File: config.mk
export PLATFORM = sky130hd
export DESIGN_NAME = fp32_div_seq_flat
export DESIGN_NICKNAME = d
export VERILOG_FILES = /design/src/rtl/fp32_div_seq_pkg.sv /design/src/rtl/fp32_div_seq_if.sv /design/src/rtl/fp_mant_div.sv /design/src/rtl/fp32_div_seq.sv /design/src/flat_wrapper.sv
export SDC_FILE = /design/constraint.sdc
export NUM_CORES = 1
export LEC_CHECK = 0
export CAP_MARGIN = 10
export CORE_MARGIN = 1
export CORE_UTILIZATION = 45
export CTS_CLUSTER_DIAMETER = 30
export DETAILED_ROUTE_END_ITERATION = 7
export PLACE_DENSITY = 0.77
export SETUP_SLACK_MARGIN = 0.05
export SLEW_MARGIN = 0
export SYNTH_ARGS = -nofsm -noshare
export SYNTH_HDL_FRONTEND = slang
export SYNTH_SLANG_ARGS = --single-unit
File: constraint.sdc
create_clock -name clk -period 9 [get_ports clk]
set_input_delay 0.9 -clock clk [delete_from_list [all_inputs] [get_ports clk]]
set_output_delay 0.9 -clock clk [all_outputs]
set_load 0.01 [all_outputs]
File: src/rtl/fp32_div_seq_pkg.sv
// rtl/fp32_div_seq_pkg.sv - binary32 field layout, exponent limits, divider FSM state type
package fp32_div_seq_pkg;

    localparam int FP32_SIGN    = 31;
    localparam int FP32_EXP_HI  = 30;
    localparam int FP32_EXP_LO  = 23;
    localparam int FP32_FRAC_HI = 22;

    localparam logic signed [9:0] FP32_BIAS = 10'sd127;
    localparam logic signed [9:0] FP32_EMIN = -10'sd126;
    localparam logic signed [9:0] FP32_EMAX = 10'sd127;
    localparam logic [31:0]       FP32_INF_POS = 32'h7F80_0000;

    localparam int DIV_STEPS = 26;

    typedef enum logic [3:0] {
        S_IDLE, S_UNPACK, S_SPECIAL, S_NORM_IN, S_PREP, S_DIV, S_NORM_Z,
        S_SHIFT_R, S_ROUND, S_PACK, S_OUT_NAN, S_OUT_INF, S_OUT_ZERO
    } state_t;

    // Denormal/zero fields sit at the minimum exponent; their hidden bit is clear.
    function automatic logic signed [9:0] unbias(input logic [7:0] field);
        return (field == 8'd0) ? FP32_EMIN : $signed({2'b00, field}) - FP32_BIAS;
    endfunction

endpackage

File: src/rtl/fp32_div_seq_if.sv
// rtl/fp32_div_seq_if.sv - operand/result handshake bundle shared by the FP datapath units
interface fp32_div_seq_if;

    logic [31:0] din1;
    logic [31:0] din2;
    logic        din_rdy;
    logic [31:0] dout;
    logic        dout_rdy;
    logic        busy;

    modport master (output din1, din2, din_rdy, input dout, dout_rdy, busy);
    modport slave  (input din1, din2, din_rdy, output dout, dout_rdy, busy);

endinterface

File: src/rtl/fp_mant_div.sv
// rtl/fp_mant_div.sv - restoring 24-bit mantissa divider, one quotient bit per clock for 26 clocks
module fp_mant_div
    import fp32_div_seq_pkg::*;
(
    input  logic        clk,
    input  logic        rst,
    input  logic        i_start,
    input  logic [23:0] i_y_m,
    input  logic [23:0] i_rem,
    output logic [25:0] o_q,
    output logic        o_sticky,
    output logic        o_done
);

    // With both mantissas normalised, rem stays below 2*y_m, so 25 bits suffice.
    logic [24:0] r_rem;
    logic [25:0] r_q;
    logic [23:0] r_y;
    logic [4:0]  r_cnt;
    logic        w_ge;
    logic [23:0] w_diff;

    assign w_ge   = r_rem >= {1'b0, r_y};
    assign w_diff = 24'(r_rem - {1'b0, r_y});

    always_ff @(posedge clk or posedge rst) begin
        if (rst) begin
            r_rem <= '0;
            r_q   <= '0;
            r_y   <= '0;
            r_cnt <= '0;
        end else if (i_start) begin
            r_rem <= {1'b0, i_rem};
            r_y   <= i_y_m;
            r_q   <= '0;
            r_cnt <= 5'(DIV_STEPS);
        end else if (r_cnt != 5'd0) begin
            r_q   <= {r_q[24:0], w_ge};
            r_rem <= w_ge ? {w_diff, 1'b0} : {r_rem[23:0], 1'b0};
            r_cnt <= r_cnt - 5'd1;
        end
    end

    assign o_q      = r_q;
    assign o_sticky = |r_rem;
    assign o_done   = (r_cnt == 5'd1);

endmodule

File: src/rtl/fp32_div_seq.sv
// rtl/fp32_div_seq.sv - sequential binary32 divider: FSM, specials, normalise, RNE round, pack
// Optional gradual underflow support: FP32_DIV_DENORM_EN (otherwise flush-to-zero).
module fp32_div_seq
    import fp32_div_seq_pkg::*;
#(
    parameter logic [31:0] NAN_VALUE = 32'hFFFF_FFFF
) (
    input  logic          clk,
    input  logic          rst,
    fp32_div_seq_if.slave bus
);

    state_t            r_state, w_next;
    logic [31:0]       r_a, r_b, r_dout;
    logic              r_dout_rdy, r_z_s, r_g, r_r, r_s;
    logic signed [9:0] r_x_e, r_y_e, r_z_e, w_ze_n;
    logic [23:0]       r_x_m, r_y_m, r_mant;
    logic [25:0]       w_q, w_q_n;
    logic              w_sticky, w_done, w_start;
    logic              w_x_nan, w_y_nan, w_x_inf, w_y_inf, w_x_zero, w_y_zero;
    logic              w_inc;
    logic [24:0]       w_sum;
    logic [7:0]        w_field;

    fp_mant_div u_mant_div (
        .clk      (clk),
        .rst      (rst),
        .i_start  (w_start),
        .i_y_m    (r_y_m),
        .i_rem    (r_x_m),
        .o_q      (w_q),
        .o_sticky (w_sticky),
        .o_done   (w_done)
    );

    assign w_x_nan = (&r_a[FP32_EXP_HI:FP32_EXP_LO]) & (|r_a[FP32_FRAC_HI:0]);
    assign w_y_nan = (&r_b[FP32_EXP_HI:FP32_EXP_LO]) & (|r_b[FP32_FRAC_HI:0]);
    assign w_x_inf = (&r_a[FP32_EXP_HI:FP32_EXP_LO]) & ~(|r_a[FP32_FRAC_HI:0]);
    assign w_y_inf = (&r_b[FP32_EXP_HI:FP32_EXP_LO]) & ~(|r_b[FP32_FRAC_HI:0]);
`ifdef FP32_DIV_DENORM_EN
    assign w_x_zero = ~(|r_a[FP32_EXP_HI:0]);
    assign w_y_zero = ~(|r_b[FP32_EXP_HI:0]);
`else
    assign w_x_zero = ~(|r_a[FP32_EXP_HI:FP32_EXP_LO]);
    assign w_y_zero = ~(|r_b[FP32_EXP_HI:FP32_EXP_LO]);
`endif

    // Quotient below 1.0 is renormalised in the same cycle it is captured.
    assign w_q_n   = w_q[25] ? w_q : {w_q[24:0], 1'b0};
    assign w_ze_n  = w_q[25] ? r_z_e : r_z_e - 10'sd1;
    assign w_inc   = r_g & (r_r | r_s | r_mant[0]);
    assign w_sum   = {1'b0, r_mant} + {24'd0, w_inc};
    assign w_field = 8'(r_z_e + FP32_BIAS);
    assign w_start = (r_state == S_PREP);

    always_ff @(posedge clk or posedge rst) begin
        if (rst) r_state <= S_IDLE;
        else     r_state <= w_next;
    end

    always_comb begin
        w_next = r_state;
        case (r_state)
            S_IDLE:    if (bus.din_rdy) w_next = S_UNPACK;
            S_UNPACK:  w_next = S_SPECIAL;
            S_SPECIAL: begin
                if (w_x_nan || w_y_nan || (w_x_inf && w_y_inf) || (w_x_zero && w_y_zero))
                    w_next = S_OUT_NAN;
                else if (w_x_inf || w_y_zero)
                    w_next = S_OUT_INF;
                else if (w_x_zero || w_y_inf)
                    w_next = S_OUT_ZERO;
`ifdef FP32_DIV_DENORM_EN
                else if (!r_x_m[23] || !r_y_m[23])
                    w_next = S_NORM_IN;
`endif
                else
                    w_next = S_PREP;
            end
`ifdef FP32_DIV_DENORM_EN
            S_NORM_IN: if ((r_x_m[23] || r_x_m[22]) && (r_y_m[23] || r_y_m[22])) w_next = S_PREP;
            S_SHIFT_R: if (r_z_e == FP32_EMIN - 10'sd1) w_next = S_ROUND;
`endif
            S_PREP:    w_next = S_DIV;
            S_DIV:     if (w_done) w_next = S_NORM_Z;
            S_NORM_Z: begin
                if (w_ze_n > FP32_EMAX)
                    w_next = S_OUT_INF;
`ifdef FP32_DIV_DENORM_EN
                else if (w_ze_n < FP32_EMIN - 10'sd24)
                    w_next = S_OUT_ZERO;
                else if (w_ze_n < FP32_EMIN)
                    w_next = S_SHIFT_R;
`else
                else if (w_ze_n < FP32_EMIN)
                    w_next = S_OUT_ZERO;
`endif
                else
                    w_next = S_ROUND;
            end
            S_ROUND:   w_next = S_PACK;
            default:   w_next = S_IDLE;
        endcase
    end

    always_ff @(posedge clk or posedge rst) begin
        if (rst) begin
            r_a <= '0;  r_b <= '0;  r_dout <= '0;  r_dout_rdy <= 1'b0;
            r_z_s <= 1'b0;  r_g <= 1'b0;  r_r <= 1'b0;  r_s <= 1'b0;
            r_x_e <= '0;  r_y_e <= '0;  r_z_e <= '0;
            r_x_m <= '0;  r_y_m <= '0;  r_mant <= '0;
        end else begin
            case (r_state)
                S_IDLE: if (bus.din_rdy) begin
                    r_a        <= bus.din1;
                    r_b        <= bus.din2;
                    r_dout     <= '0;
                    r_dout_rdy <= 1'b0;
                end
                S_UNPACK: begin
                    r_x_e <= unbias(r_a[FP32_EXP_HI:FP32_EXP_LO]);
                    r_y_e <= unbias(r_b[FP32_EXP_HI:FP32_EXP_LO]);
                    r_x_m <= {|r_a[FP32_EXP_HI:FP32_EXP_LO], r_a[FP32_FRAC_HI:0]};
                    r_y_m <= {|r_b[FP32_EXP_HI:FP32_EXP_LO], r_b[FP32_FRAC_HI:0]};
                    r_z_s <= r_a[FP32_SIGN] ^ r_b[FP32_SIGN];
                end
`ifdef FP32_DIV_DENORM_EN
                S_NORM_IN: begin
                    if (!r_x_m[23]) begin
                        r_x_m <= r_x_m << 1;
                        r_x_e <= r_x_e - 10'sd1;
                    end
                    if (!r_y_m[23]) begin
                        r_y_m <= r_y_m << 1;
                        r_y_e <= r_y_e - 10'sd1;
                    end
                end
                S_SHIFT_R: begin
                    {r_mant, r_g, r_r} <= {1'b0, r_mant, r_g};
                    r_s   <= r_s | r_r;
                    r_z_e <= r_z_e + 10'sd1;
                end
`endif
                S_PREP: r_z_e <= r_x_e - r_y_e;
                S_NORM_Z: begin
                    r_z_e  <= w_ze_n;
                    r_mant <= w_q_n[25:2];
                    r_g    <= w_q_n[1];
                    r_r    <= w_q_n[0];
                    r_s    <= w_sticky;
                end
                S_ROUND: begin
                    if (w_sum[24]) begin
                        r_mant <= 24'h80_0000;
                        r_z_e  <= r_z_e + 10'sd1;
                    end else begin
                        r_mant <= w_sum[23:0];
                    end
                end
                S_PACK: begin
                    r_dout_rdy <= 1'b1;
                    if (r_z_e > FP32_EMAX)
                        r_dout <= {r_z_s, FP32_INF_POS[30:0]};
                    else
                        r_dout <= {r_z_s, r_mant[23] ? w_field : 8'd0, r_mant[22:0]};
                end
                S_OUT_NAN: begin
                    r_dout     <= NAN_VALUE;
                    r_dout_rdy <= 1'b1;
                end
                S_OUT_INF: begin
                    r_dout     <= {r_z_s, FP32_INF_POS[30:0]};
                    r_dout_rdy <= 1'b1;
                end
                S_OUT_ZERO: begin
                    r_dout     <= {r_z_s, 31'd0};
                    r_dout_rdy <= 1'b1;
                end
                default: ;
            endcase
        end
    end

    assign bus.dout     = r_dout;
    assign bus.dout_rdy = r_dout_rdy;
    assign bus.busy     = (r_state != S_IDLE);

endmodule

File: src/flat_wrapper.sv
// flat-port wrapper written by rule: the top's interface ports become plain ports
module fp32_div_seq_flat import fp32_div_seq_pkg::*;
#(
    parameter logic [31:0] NAN_VALUE = 32'hFFFF_FFFF
)
  (clk, rst, bus_din1, bus_din2, bus_din_rdy, bus_dout, bus_dout_rdy, bus_busy);
  fp32_div_seq_if bus_i ();
  input  logic clk;
  input  logic rst;
  input wire logic [$bits(bus_i.din1)-1:0] bus_din1;
  input wire logic [$bits(bus_i.din2)-1:0] bus_din2;
  input wire logic [$bits(bus_i.din_rdy)-1:0] bus_din_rdy;
  output wire logic [$bits(bus_i.dout)-1:0] bus_dout;
  output wire logic [$bits(bus_i.dout_rdy)-1:0] bus_dout_rdy;
  output wire logic [$bits(bus_i.busy)-1:0] bus_busy;
  assign bus_i.din1 = bus_din1;
  assign bus_i.din2 = bus_din2;
  assign bus_i.din_rdy = bus_din_rdy;
  assign bus_dout = bus_i.dout;
  assign bus_dout_rdy = bus_i.dout_rdy;
  assign bus_busy = bus_i.busy;
  fp32_div_seq #(.NAN_VALUE(NAN_VALUE)) u_core (.clk(clk), .rst(rst), .bus(bus_i));
endmodule
* Word level (Yosys, flattened, before mapping)
Cells that the tools add are included.
Word-level totals: output and inout bits 34, ROM bits 0, bits in writable memories 0, input bits 67, register bits 287, memories 0, bits in latches 0
Cells by class: reductions and logical operators 30, magnitude comparators 4, multiply operators 0, bitwise logic cells 12, add/sub/neg operators 9, equal/unequal tests 14, divide/modulo/power cells 0, multiplexer cells 29, shift operators 0
Operators by type and width (number):
- $pmux 32 s5 | 1
- $mux 26 | 3
- $mux 25 | 3
- $pmux 24 s2 | 1
- $reduce_or 23->1 | 2
- $mux 10 | 4
- $mux 32 | 1
- $mux 31 | 1
- $pmux 10 s3 | 1
- $pmux 4 s7 | 1
- $add 24x1->25 | 1
- $ge 25x24->1 | 1
- $reduce_or 25->1 | 1
- $mux 24 | 1
- $mux 4 | 6
- $sub 24x24->24 | 1
- $eq 4x4->1 const B | 5
- $gt 10x8->1 const B | 2
- $sub 8x7->9 const B | 2
- $logic_not 8->1 | 2
- $reduce_and 8->1 | 2
- $reduce_or 8->1 | 2
- $eq 4x3->1 const B | 3
- $add 10x2->10 const B | 1
- other kinds (28) | 50

* Depth between registers and ports, before layout
Gate-level depths: netlist (run 1).
depth in word-level cells 8, gate-level depth with buffers 13, gate-level depth less buffers 12

* Cells and area by module
From an unflattened synthesis (run 1), not the netlist that was laid out.
Unflattened totals: cells, all modules 1633, area total of the unflattened synthesis 15519.9 um^2
Modules (own cells, without submodules):
- fp32_div_seq | area each 10495.1 um^2, times used 1, cells each 1051
- fp_mant_div | area each 5024.8 um^2, times used 1, cells each 582

* Least setup slack after synthesis (run 1)
No wires, ideal clock.
path kind flip-flop to flip-flop, from register u_core.u_mant_div.r_rem[0], to register u_core.u_mant_div.r_rem[21], data arrival time 2.595 ns, slack 6.279 ns, library setup time 0.126 ns, clock period less this slack 2.721 ns, cell stages (with the launch flop) 13, data required time 8.874 ns, path buffers 0, cells stage by stage dfrtp_1 inv_1 ha_1 fa_1 nor2b_1 o31ai_2 and2_2 o41ai_2 a221o_1 o41ai_2 xor2_1 o21ai_1 a221o_1
On the way: cells in the longest elaborated chain, start to end 4, elaborated cells on any way between the ends 5, classes of those cells add/sub: 1; order compare: 1; mux: 3
Ends and longest elaborated chain:
- start, declared | line fp_mant_div.sv:16 | logic [24:0] r_rem;
- start signal, assigned | line fp_mant_div.sv:33 | r_rem <= {1'b0, i_rem};
- start signal, assigned | line fp_mant_div.sv:39 | r_rem <= w_ge ? {w_diff, 1'b0} : {r_rem[23:0], 1'b0};
- $sub 24x24->24 or $ge 25x24->1 (tied branches) | line fp_mant_div.sv:24, fp_mant_div.sv:23
- $mux 25 (*) | line fp_mant_div.sv:39
- $mux 25 (*) | line fp_mant_div.sv:37 | end else if (r_cnt != 5'd0) begin
- $mux 25 (*) | line fp_mant_div.sv:32 | end else if (i_start) begin
Every way passes the cells marked *; elsewhere a longest branch is shown, timed or not. The select of a mux whose other input is x is not followed. A chain may end at the register's enable or synchronous reset.

* Worst setup path after layout (run 1)
from register u_core.r_state[2], to output port bus_busy
On the way: cells in the longest elaborated chain, start to end 1
Ends and longest elaborated chain:
- start, declared | line fp32_div_seq.sv:13 | state_t r_state, w_next;
- start signal, assigned | line fp32_div_seq.sv:58 | else r_state <= w_next;
- $reduce_bool 4->1 | line fp32_div_seq.sv:186 | assign bus.busy = (r_state != S_IDLE);
- end, declared | line flat_wrapper.sv:15 | output wire logic [$bits(bus_i.busy)-1:0] bus_busy;
Every way passes these cells.

==> results.md, run 1 <==
- Status: completed
- R2r startpoint: u_core.u_mant_div.r_rem[0]
- RePlAce Congestion: 0.909
- Top Layer Used: met4
- Yosys warning total: 0
- Nets@finish: 1787
- CTS Root Cell: clkbuf_16
- HP Class: reg -> reg
- Ant. Diodes: 0
- GR Overflow Total: 0
- Worst Setup SP: u_core.r_state[2]
- Final setup vio count: 0
- Sequential Area: 7130 sq um
- Yosys reg bits: 285
- Worst-Skew Late Latency: 0.58 ns
- Compound-cell area share of the yosys netlist: 17.3%
- Req. time, crit path: slightly above 8 ns
- GRT Total Usage: 21.5%
- Post-Place Cells: approximately 2.1k
- Hpwl dp: 23500 microns
- RSZ-0062 raised after global routing: false
- Crit path max-delay cell type: dfrtp_1
- Setup Skew: 0.0306 ns
- Main combinational cell family by area after synthesis: compound AO/OA/AOI/OAI gates
- CTS Buffer Depth: 3
- CP arrival: roughly 2.2 ns
- Io pins: slightly above 100
- Fin crit period: 3.14 ns
- H-tree levels: 2
- Final Non-Filler Cells: 2169
- CTS tree: yes
- Initial antenna violation count: 0
- FFs w/ async S/R, synth: 100%
- Initial core utilization: 45.7%
- Post-CTS Setup Inserts: 0
- Max Clk Rate: 0.318 GHz
- Worst Min Path Start: u_core.r_y_m[2]
- Area occupied by multi-input gates: approximately 7000 sq um
- Mux contribution to synthesized area: 6.97%
- Final ANT Viol Nets: 0
- Worst Setup Start Kind: register
- Worst setup EP type: output port
- Slew HR: between 10% and 20%
- Via count: 12.2k
- Synthesis-to-layout area growth: 23.6%
- Pin count of the biggest net entering global routing: 162
- Simple-gate portion of the synthesized area: 16.8%
- CP cell instances: nor2_1 -> nand2_1 -> clkdlybuf4s50_1
- Core area: 32500 sq um
- Syn Std Cell Area: 14800 sq um
- Number of global-route vias before repair: 12.0k
- Final hold viol count: 0
- Slowest stage delay, CP: 0.75 ns
- Final Max Tran Viols: 0
- DR WL met3: roughly 2000 microns
- Crit share post-route: 34.9%
- Metal1 wirelength: 15900 microns
- Post-Route WL: 35700 microns
- Max FO, Critical Path: 19
- CTS Hold Bufs: 0
- Yosys cell types: 77
- Max VDD drop: ~220 uV
- Initial DRC count: 1022
- Tightest Pin Transition: 1.23 ns
- Met2 wire len: 16900 microns
- Die Span X: 184 microns
- TritonCTS Buffers: 61
- Syn Area/Cell: about 9.3 sq um
- Post-Synth XOR/XNOR Area: 2.95%
- Vias per inst: 5.63
- Filler instances: 2673
- Setup TNS: 0 ns
- # rows: 66
- Gate Count Post-Synth: 1589
- Static Leakage: 0.00803 uW
- Max-Cap Viols: 0
- Cts repair resizes: 0
- Worst Path Buf+Inv: 1
- CTS sink cnt: 285
- Avg WL per Cell: around 16 microns
- DRC errors left: 0
- PortBufs: 100
- Ys flop type: dfrtp_1
- Die height: 184 microns
- Sequential fraction of the synthesis area: around 48%
- Adder-Cell Fraction of Synth Area: 3.90%
- First-pass GRT wire length: 59600 microns
- Post-synth EDFFs: 0
- Layout Utilization: a little under three fifths
- Crit path kind: reg -> out
- PD cells: 435 nW/um^2
- Layout cells sized above 1: between 10% and 20%
- Largest delay share family, worst path: flip-flops
- Clock-pin slew on the worst setup and hold paths: roughly 0.05 ns
- Die area: about 34000 sq um
- DR pass1 iterations: 6
- Post-synth net total: 1701
## flip-flops by register name, summed over array words and instances (netlist names)
signal,count
u_core.u_mant_div.r_rem,25
u_core.bus.dout,32
u_core.r_a,32
u_core.r_s,1
u_core.r_b,32
u_core.u_mant_div.r_y,24
u_core.u_mant_div.r_cnt,5
u_core.u_mant_div.o_q,26
u_core.r_r,1
u_core.r_z_s,1
u_core.r_state,4
u_core.r_mant,24
u_core.r_x_e,9
u_core.bus.dout_rdy,1
u_core.r_g,1
u_core.r_y_m,24
u_core.r_z_e,10
u_core.r_x_m,24
u_core.r_y_e,9
## kinds of logic after synthesis
family	count (synthesis)
simple gates	564
compound gates	400
flops	285
buf+inv	150
mux	95
xor+xnor	50
fa+ha+maj	45
## layout make-up
cell class | count | area share [%]
multi-input cells | 1154 | 39.0
well taps | 442 | 3.02
flip-flops and latches | 285 | 38.9
repair buffers | 115 | 6.14
clock buffers | 71 | 8.85
clock inverters | 44 | 2.85
inverters | 58 | 1.23
## cells in the final DEF, fill, tap and decap left out, types with 10 or more instances in the layout
cell and n:
nand2b_1 13, clkbuf_16 61, nand2_1 306, nor2b_1 11, inv_1 57, clkinvlp_4 11, nand3_1 29, a221o_1 29
ha_1 43, nor2_1 93, xor2_1 22, and3_1 18, mux2_2 67, nor4_1 24, a211oi_1 14, mux2i_1 28
xnor2_1 28, clkdlybuf4s50_1 100, dfrtp_1 285, a21o_1 10, a21oi_1 128, a31oi_1 17, o21ai_0 110, clkinv_4 13
buf_4 14, nor3_1 27
## metal layers
metal	vias up	GRT usage, %
met5	-	0
met4	0	7.73
met3	76	3.25
met2	407	34.9
met1	5921	29.1
li1	5813	-
## cells in the mapped netlist, drive strengths merged, types with 4 or more instances
cell type / instances / area (sq um)
o211a: 4 / 40.0
a211o: 8 / 70.1
nand4: 9 / 62.6
and3: 18 / 113
mux2: 67 / 754
o22a: 8 / 70.1
o31ai: 9 / 72.6
nand3: 31 / 155
nor3: 28 / 140
a221o: 29 / 290
nand2: 306 / 1150
a21oi: 129 / 649
a21o: 10 / 75.1
and2: 6 / 38.8
xor2: 22 / 193
dfrtp: 285 / 7130
or2: 4 / 25.0
o21ai: 115 / 576
o21a: 7 / 52.6
mux2i: 28 / 280
a31oi: 19 / 125
a22oi: 4 / 30.0
a211oi: 14 / 105
ha: 43 / 538
clkbuf: 76 / 285
o22ai: 6 / 37.5
or3: 5 / 31.3
nor2: 96 / 370
and4: 5 / 43.8
nor4: 25 / 163
buf: 16 / 81.3
nor2b: 11 / 68.8
xnor2: 28 / 245
nand2b: 13 / 81.3
o211ai: 7 / 57.6
inv: 58 / 218
## worst min-delay path: stages (launching register included)
cell and delay (ns):
dfrtp_1 0.33, nand2_1 0.05, nand2_1 0.05
## final timing paths
path	slack [ns]	depth (start not counted)	to
min in group asynchronous	0.94	2	u_core.r_mant[13]
max in group asynchronous	6.66	3	u_core.r_mant[5]
worst max-delay path	5.86	3	bus_busy
worst min-delay path	0.47	2	u_core.r_y_m[2]
worst min register to register	0.47	2	u_core.r_y_m[2]
worst max register to register	5.89	12	u_core.u_mant_div.r_rem[21]
## report_power, final
group	total (uW)	switching [uW]	internal, uW	leakage [uW]
Clock	2260	758	1510	0.00102
Combinational	3250	1810	1440	0.00345
Sequential	2470	570	1900	0.00357
Total	7980	3140	4840	0.00803
## stage by stage
stage	setup WS (ns)	total power, uW	hold WS, ns	instance area (sq um)
global route	5.68	8540	0.500	18300
global placement	6.01	5530	0.458	16200
CTS	5.89	7990	0.474	18300
floorplan	0.236	4800	0.439	14800
finish	5.86	7980	0.473	18300
detailed placement	5.91	5670	0.461	16200
Note: power is estimated with default switching activity, not from simulation.
==> run 2, diff against run 1 <==
- clock period: 9 -> 2.7 ns (I/O delays scaled with it)
==> run 2 against run 1 <==
  * The run now ends with setup timing left
  * Critical path type is now reg -> reg
  * Die area is the same
  * Total power grew to 3.7 times the previous value
  * Global-route usage grew 1.4 points
  * Clock skew shrank 0.012 ns
==> results.md, run 2 (synthesis gave the netlist of run 1 again) <==
- Die height: approximately 180 microns
- CTS Hold Bufs: 0
- Final ANT Viol Nets: 0
- GRT Total Usage: between 20% and 30%
- Die area: 33700 sq um
- Combinational Power Share: 44.3%
- TritonCTS Buffers: 61
- Final Max Tran Viols: 0
- Final WS setup: -0.000570 ns
- RePlAce Congestion: 0.893
- Final instance area: around 20000 sq um
- Pwr Total: 29600 uW
- CTS sink cnt: around 290
- Setup Skew: between 0.015 and 0.02 ns
- Worst Setup Start Kind: register
- Slowest stage delay, CP: about 0.44 ns
- P_sw: 11300 uW
- H-tree levels: 2
- Crit path kind: reg -> reg
- Met3 usage: 3.80%
- Post-Place Cells: ~2.1k
- Filler instances: 2586
- CTS Root Cell: clkbuf_16
- Max-Cap Viols: 0
- # rows: 66
- Die Span X: 184 microns
- Static Leakage: 0.00856 uW
- Tightest Pin Transition: 0.795 ns
- Status: complete, but fails checks
- Max Clk Rate: 0.370 GHz
- Slew HR: 46.8%
- Post-Route WL: ~40000 microns
- Most frequent cells in the layout: 305 x nand2_1, 280 x dfrtp_1, 126 x a21oi_1, 100 x clkdlybuf4s50_1, 98 x o21ai_0
- Part of the power in registers: 27.8%
- Worst Path Buf+Inv: 2
- Initial DRC count: between 1k and 1.5k
- Clock-pin slew on the worst setup and hold paths: 0.05 ns
- Vias per inst: roughly 5.7
- Met1 Usage GRT: 29.4%
- RSZ-0062 raised after global routing: true
- GR peak layer: met2
- Worst setup EP type: register
- DRC errors left: 0
- Layout cells sized above 1: 19.3%
- CTS tree: yes
- CP Depth: 10
- Final hold viol count: 0
- Clock network power share: about 28%
- CP arrival: 3.15 ns
- Ant. Diodes: 0
- Met2 GRT Util: 38.4%
- Avg WL per Cell: ~17 microns
- HP Class: in -> async
- Fin crit period: around 2.7 ns
- Crit share post-route: 100%
- Cell Area, Placed: approximately 17000 sq um
- Initial core utilization: 45.7%
- PD cells: roughly 1500 nW/um^2
- Hpwl dp: 25300 microns
- Initial antenna violation count: 0
- Max FO, Critical Path: 8
- Number of global-route vias before repair: 12.7k
- Nets@finish: 1864
- GR Overflow Total: 0
- Via count: 12.8k
- Pin count of the biggest net entering global routing: 82
- Io pins: slightly above 100
- Crit path max-delay cell type: dfrtp_2
- Most common cell after layout, fill and taps aside: nand2_1
- Largest delay share family, worst path: compound AO/OA/AOI/OAI gates
- CP cell instances: ha_4 -> a21o_1 -> o41a_1 -> a21boi_2 -> a21oi_2 -> a41oi_4 -> buf_4 -> buf_6 -> o21ai_1 -> a221o_1
- Final setup vio count: 1
- Synthesis-to-layout area growth: 31.6%
- Core area: 32500 sq um
- Max VDD drop: slightly above 900 uV
- Req. time, crit path: 3.15 ns
- First-pass GRT wire length: between 60000 and 70000 microns
- Failing checks: setup timing
- Final Non-Filler Cells: 2246
- PortBufs: 100
- Reg2Reg Depth: 10
- Worst-Skew Late Latency: 0.57 ns
- DR pass1 iterations: 6
- Pre-CTS WS: -0.0473 ns
- CTS Buffer Depth: 3
- Int Power: around 18000 uW
- Switch share: 38.1%
==> run 2: repair_timing <==
action / 4_1_cts / 5_1_grt
pin swaps: 5 / 30
gates cloned: 1 / 0
setup endpoints to repair: 15 / 49
gates resized for setup: 9 / 71
setup buffers: 2 / 19
==> run 2: per-layer routing <==
layer / wire length, microns / vias to the layer above
met5: 0 / -
met4: 1340 / 0
met3: 2210 / 94
met2: 18900 / 473
met1: 16600 / 6288
li1: - / 5978
==> run 2: final cells by class <==
cell class                 instances  area [sq um]  share of cell area [%]
timing repair buffer             192          1840                    9.41
clock buffer                      75          1710                    8.77
clock inverter                    40           617                    3.16
multi-input combinational       1154          7440                    38.1
sequential                       285          7140                    36.6
inverter                          58           221                    1.13
tap                              442           553                    2.83
==> run 2: final timing paths <==
| check | startpoint | end | slack (ns) |
|---|---|---|---|
| worst max-delay path | u_core.u_mant_div.r_rem[4] | u_core.u_mant_div.r_rem[22] | -0.0006 |
| worst min-delay path | rst | u_core.bus.dout[5] | 0.08 |
| worst max register to register | u_core.u_mant_div.r_rem[4] | u_core.u_mant_div.r_rem[22] | -0.0006 |
| worst min register to register | u_core.r_y_m[3] | u_core.r_y_m[3] | 0.47 |
| max in group asynchronous | rst | u_core.r_a[18] | 1.68 |
| min in group clk | bus_din1[22] | u_core.r_a[22] | 0.31 |
==> run 2: power by group through the flow <==
stage	sequential, uW	clock (uW)	combinational [uW]
floorplan	7550	0	8490
global placement	8050	0	11100
detailed placement	8160	0	11500
CTS	8140	8340	11900
global route	8470	8570	14400
finish	8240	8250	13100
==> run 2: metrics by stage <==
step	utilization, %	hold WS (ns)	TNS (ns)
floorplan	-	0.421	-383.97
global placement	51.5	0.457	-0.0264
detailed placement	51.5	0.458	-0.0652
CTS	59.0	0.0700	0
global route	60.2	0.0804	-0.315
finish	60.2	0.0798	-0.000570
==> run 2: worst register-to-register path, delay by kind of cell, from the launching register on <==
family | cells | cell delay [ns]
AO/OA/AOI/OAI | 7 | 1.60
adder cells (fa/ha/maj) | 1 | 0.28
flip-flops | 1 | 0.44
buffers and inverters | 2 | 0.28
